--- config.mk ---
export PLATFORM = sky130hd
export DESIGN_NAME = nts_api_stats_slave
export DESIGN_NICKNAME = d
export VERILOG_FILES = /design/src/rtl/nts_api_stats_pkg.sv /design/src/rtl/nts_event_counter.sv /design/src/rtl/nts_api_stats_slave.sv
export SDC_FILE = /design/constraint.sdc
export NUM_CORES = 2
export LEC_CHECK = 0
export ABC_AREA = 1
export BUFFER_PORTS_ARGS = -buffer_cell sky130_fd_sc_hd__buf_2
export CAP_MARGIN = 30
export CORE_MARGIN = 3
export CORE_UTILIZATION = 35
export DETAILED_ROUTE_END_ITERATION = 7
export HOLD_SLACK_MARGIN = 0.02
export SYNTH_ARGS = -nofsm -noshare
export SYNTH_HDL_FRONTEND = slang
export SYNTH_SLANG_ARGS = --single-unit
--- constraint.sdc ---
create_clock -name i_clk -period 32.7 [get_ports i_clk]
set_input_delay 6.54 -clock i_clk [delete_from_list [all_inputs] [get_ports i_clk]]
set_output_delay 6.54 -clock i_clk [all_outputs]
set_load 0.01 [all_outputs]
--- src/rtl/nts_api_stats_pkg.sv ---
// Shared constants for the NTS API statistics slave: register map, CTRL bit
// positions and the read-only identification words.
package nts_api_stats_pkg;

    localparam logic [7:0] ADDR_NAME0    = 8'h00;
    localparam logic [7:0] ADDR_NAME1    = 8'h01;
    localparam logic [7:0] ADDR_VERSION  = 8'h02;
    localparam logic [7:0] ADDR_CTRL     = 8'h08;
    localparam logic [7:0] ADDR_SCRATCH  = 8'h09;
    localparam logic [7:0] ADDR_SNAPSHOT = 8'h0a;
    localparam logic [7:0] ADDR_CNT_BASE = 8'h10;

    localparam int CTRL_ENABLE_BIT = 0;
    localparam int CTRL_CLEAR_BIT  = 1;
    localparam int CTRL_SATCAP_BIT = 31;

    localparam logic [31:0] NAME0_VAL   = 32'h4e54532d;
    localparam logic [31:0] NAME1_VAL   = 32'h53544154;
    localparam logic [31:0] VERSION_VAL = 32'h302e3130;

endpackage

--- src/rtl/nts_event_counter.sv ---
// One event counter with its snapshot register and optional clear-on-snapshot.
// NTS_API_STATS_SATURATE_EN selects saturation at all-ones instead of wrapping.
module nts_event_counter
    import nts_api_stats_pkg::*;
#(
    parameter int WIDTH = 64
) (
    input  logic             clk,
    input  logic             rst,
    input  logic             enable,
    input  logic             ev,
    input  logic             snap_req,
    input  logic             clear,
    output logic [WIDTH-1:0] count,
    output logic [WIDTH-1:0] snap
);

    logic             inc;
    logic [WIDTH-1:0] bumped;

    assign inc = enable & ev;

`ifdef NTS_API_STATS_SATURATE_EN
    assign bumped = (&count) ? count : count + WIDTH'(1);
`else
    assign bumped = count + WIDTH'(1);
`endif

    always_ff @(posedge clk or posedge rst) begin
        if (rst) begin
            count <= '0;
            snap  <= '0;
        end else begin
            if (snap_req)
                snap <= count;
            // An event landing on the clearing snapshot opens the new epoch at 1.
            if (snap_req && clear)
                count <= inc ? WIDTH'(1) : '0;
            else if (inc)
                count <= bumped;
        end
    end

endmodule

--- src/rtl/nts_api_stats_slave.sv ---
// API slave: one register access per chip-select rising edge, ID/CTRL/SCRATCH
// registers and snapshot-read event counters. Option: NTS_API_STATS_SATURATE_EN.
module nts_api_stats_slave
    import nts_api_stats_pkg::*;
#(
    parameter int NUM_COUNTERS  = 4,
    parameter int COUNTER_WIDTH = 64
) (
    input  logic                    i_clk,
    input  logic                    i_areset,
    input  logic                    i_cs,
    input  logic                    i_we,
    input  logic [7:0]              i_address,
    input  logic [31:0]             i_write_data,
    output logic [31:0]             o_read_data,
    input  logic [NUM_COUNTERS-1:0] i_events,
    output logic [31:0]             o_ctrl
);

`ifdef NTS_API_STATS_SATURATE_EN
    localparam logic [31:0] CTRL_FIXED = 32'(1) << CTRL_SATCAP_BIT;
`else
    localparam logic [31:0] CTRL_FIXED = 32'h0;
`endif

    logic        cs_d;
    logic        acc;
    logic        snap_req;
    logic [31:0] ctrl;
    logic [31:0] scratch;
    logic [31:0] rd_mux;
    logic [63:0] snap_ext;

    // Live counts are deliberately not readable; only snapshots reach the bus.
    logic [NUM_COUNTERS-1:0][COUNTER_WIDTH-1:0] live_unused;
    logic [NUM_COUNTERS-1:0][COUNTER_WIDTH-1:0] snaps;

    assign acc      = i_cs & ~cs_d;
    assign snap_req = acc & i_we & (i_address == ADDR_SNAPSHOT);
    assign o_ctrl   = ctrl;

    always_ff @(posedge i_clk or posedge i_areset) begin
        if (i_areset) begin
            cs_d        <= 1'b0;
            o_read_data <= '0;
            ctrl        <= CTRL_FIXED;
            scratch     <= '0;
        end else begin
            cs_d <= i_cs;
            if (acc && i_we) begin
                case (i_address)
                    ADDR_CTRL:    ctrl    <= i_write_data | CTRL_FIXED;
                    ADDR_SCRATCH: scratch <= i_write_data;
                    default: ;
                endcase
            end
            if (acc && !i_we)
                o_read_data <= rd_mux;
        end
    end

    always_comb begin
        rd_mux   = '0;
        snap_ext = '0;
        case (i_address)
            ADDR_NAME0:   rd_mux = NAME0_VAL;
            ADDR_NAME1:   rd_mux = NAME1_VAL;
            ADDR_VERSION: rd_mux = VERSION_VAL;
            ADDR_CTRL:    rd_mux = ctrl;
            ADDR_SCRATCH: rd_mux = scratch;
            default:      rd_mux = '0;
        endcase
        for (int k = 0; k < NUM_COUNTERS; k++) begin
            snap_ext = 64'(snaps[k]);
            if (i_address == ADDR_CNT_BASE + 8'(2 * k))
                rd_mux = snap_ext[63:32];
            if (i_address == ADDR_CNT_BASE + 8'(2 * k + 1))
                rd_mux = snap_ext[31:0];
        end
    end

    for (genvar k = 0; k < NUM_COUNTERS; k++) begin : g_cnt
        nts_event_counter #(
            .WIDTH(COUNTER_WIDTH)
        ) u_cnt (
            .clk     (i_clk),
            .rst     (i_areset),
            .enable  (ctrl[CTRL_ENABLE_BIT]),
            .ev      (i_events[k]),
            .snap_req(snap_req),
            .clear   (ctrl[CTRL_CLEAR_BIT]),
            .count   (live_unused[k]),
            .snap    (snaps[k])
        );
    end

endmodule

==> metrics.txt <==
Power Dens Cells=50.28 mW/mm2; cts repair resizes=0; Pre-antenna DRT Iters=7; Routed Antenna Nets=0; Core Region=0.09222 mm2; Die Height=311.9 um; Synth Warn #=0; Final #Nets=4584; Req. time, crit path=33160 ps; fillers=9670; largest net degree at the start of global routing=170; I/O pins=112; Crit Path Category=input pin to flip-flop; FP Rows=111; Tmin final=9288 ps; CP arrival=9740 ps; status=completed; area leader, netlist=dfrtp_1; Peak VDD IR=32.71 uV; routed length per instance=20.67 um; clk_lat worst skew=640 ps; root buffer cell=clkbuf_16; Total Neg Setup Slack=0 ps; Final Instance Count excl. Fillers=5830; Post-CTS Setup Inserts=0; final hold vios=0; fin crit share=28.40%; Final Instance Area=0.03691 mm2; DRT iter0 DRCs=3690; synthesized instance count=4488; Peak Freq=107.7 MHz; skew final=36.03 ps; starting density of the core=35.52%; post-synth top area share=46.53%; relative slew slack=33.80%; TritonCTS buffer count=70; Worst Hold Class=flip-flop to flip-flop; dpl ws=22340 ps; die area=0.09729 mm2; P_leak=17.79 nW; syn_area_per_cell=7.298 um2; Antenna diodes=0; Routed WL=120.5 mm; area grow syn2layout=12.69%; Final Max Tran Viols=0; most frequent cells in the layout=nand2_1 (1174), dfrtp_1 (609), inv_1 (519); initial antenna violation count=0; Critical Path End Type=flip-flop; vias per cell=5.380; Setup Viol. Count Final=0; CTS tree=done; first-pass GRT wire length=182.1 mm; CTS Sinks=609; top cells by area, synth=dfrtp_1 (47%), nand2_1 (13%), o21ai_0 (7.6%); crit path max fanout=165; GRT Residual Overflow=0; slew of the pin with the lowest slew margin=993.0 ps; deepest clock path buffer count=3; count of cell types in the netlist=50; sequential-to-total area share from yosys stat=46.53%; worst hold slack=466.8 ps; Vias=31365; Final Power=1.856 mW; FF+latch count, synth=609; die width=311.9 um; CTS Hold Bufs=0; most common cell after layout, fill and taps aside=nand2_1; H-tree levels=3; Cell Area, Placed=0.03452 mm2; DP HPWL=89.29 mm; residual DRC count=0; placed cell count=5702; port buffer count=111; syn_nets=4540; Max-Cap Viols=0; Layout Utilization=40.03%; share of post-route cells with drive strength above 1=7.761%; gr usage total=24.18%; crit start category=input pin; gpl congestion=0.9841; number of global-route vias before repair=29120; RSZ-0062 raised after global routing=no; final setup margin=23410 ps; Netlist Area Pre-Place=0.03275 mm2; Clock Pin Slew Worst Setup and Hold Paths=60 ps
flip-flops by register name (all words and copies together) (netlist names):
signal,cells
g_cnt.u_cnt.snap,256
o_ctrl,32
o_read_data,32
cs_d,1
g_cnt.u_cnt.count,256
scratch,32
routing by layer:
metal / routed length [um] / GRT usage, %
met5: 0 / 0
met3: 11000 / 5.380
met1: 55790 / 36.02
met2: 49610 / 34.40
met4: 4096 / 8.068
synth_stat cells (all sizes together):
master / count
ha: 4
nor4: 24
nor2b: 1
buf: 52
nor2: 450
o221a: 3
clkinv: 3
dfrtp: 609
xor2: 27
a211oi: 2
o21bai: 1
inv: 538
o211ai: 1
nand2: 1180
a21oi: 143
o21a: 18
and2: 9
nor3b: 10
and3: 3
o22ai: 5
a31oi: 10
clkbuf: 119
o31ai: 2
o21ai: 508
or2: 20
nand3b: 10
nand3: 314
nand4: 258
nor3: 160
xnor2: 1
a221oi: 3
worst max-delay path, stage by stage:
cell     delay, ps
buf_2          110
nor2_1          40
nand2_1        200
nor2_1          70
inv_1          100
nor2_4          30
buf_4          300
inv_8          620
buf_4          540
buf_4          830
o21ai_0        200
final timing paths:
check	slack (ps)	startpoint	cells past startpoint	to
worst max-delay path	23410	i_address[4]	11	g_cnt[2].u_cnt.snap[13]
worst min-delay path	470	g_cnt[3].u_cnt.snap[28]	2	g_cnt[3].u_cnt.snap[28]
worst max register to register	29170	cs_d	10	g_cnt[2].u_cnt.snap[13]
worst min register to register	470	g_cnt[3].u_cnt.snap[28]	2	g_cnt[3].u_cnt.snap[28]
max in group asynchronous	23850	i_areset	5	g_cnt[3].u_cnt.snap[17]
min in group asynchronous	5960	i_areset	2	g_cnt[0].u_cnt.count[48]
power breakdown:
part           internal, mW  leakage [nW]  switching [mW]
combinational        0.0527          9.24           0.155
clock                 0.478          1.15           0.345
sequential            0.785          7.40          0.0401
total                  1.32          17.8           0.540
cell families after synthesis:
group           count (synthesis)  share of synthesized area, %
fa+ha+maj                       4                        0.1528
simple gates                 2439                         33.21
flops                         609                         46.53
compound gates                696                         10.97
xor+xnor                       28                        0.7487
buf+inv                       712                         8.392
area by class of cell:
cell class | instances | area, um2 | share of cell area [%]
Sequential cell | 609 | 15240 | 41.29
Multi-Input combinational cell | 3167 | 14810 | 40.13
Inverter | 541 | 2047 | 5.546
Clock buffer | 99 | 1992 | 5.397
Tap cell | 1243 | 1555 | 4.214
Timing Repair Buffer | 143 | 893.4 | 2.420
Clock inverter | 28 | 371.6 | 1.007
No activity file was read; power rests on OpenSTA's default activity.
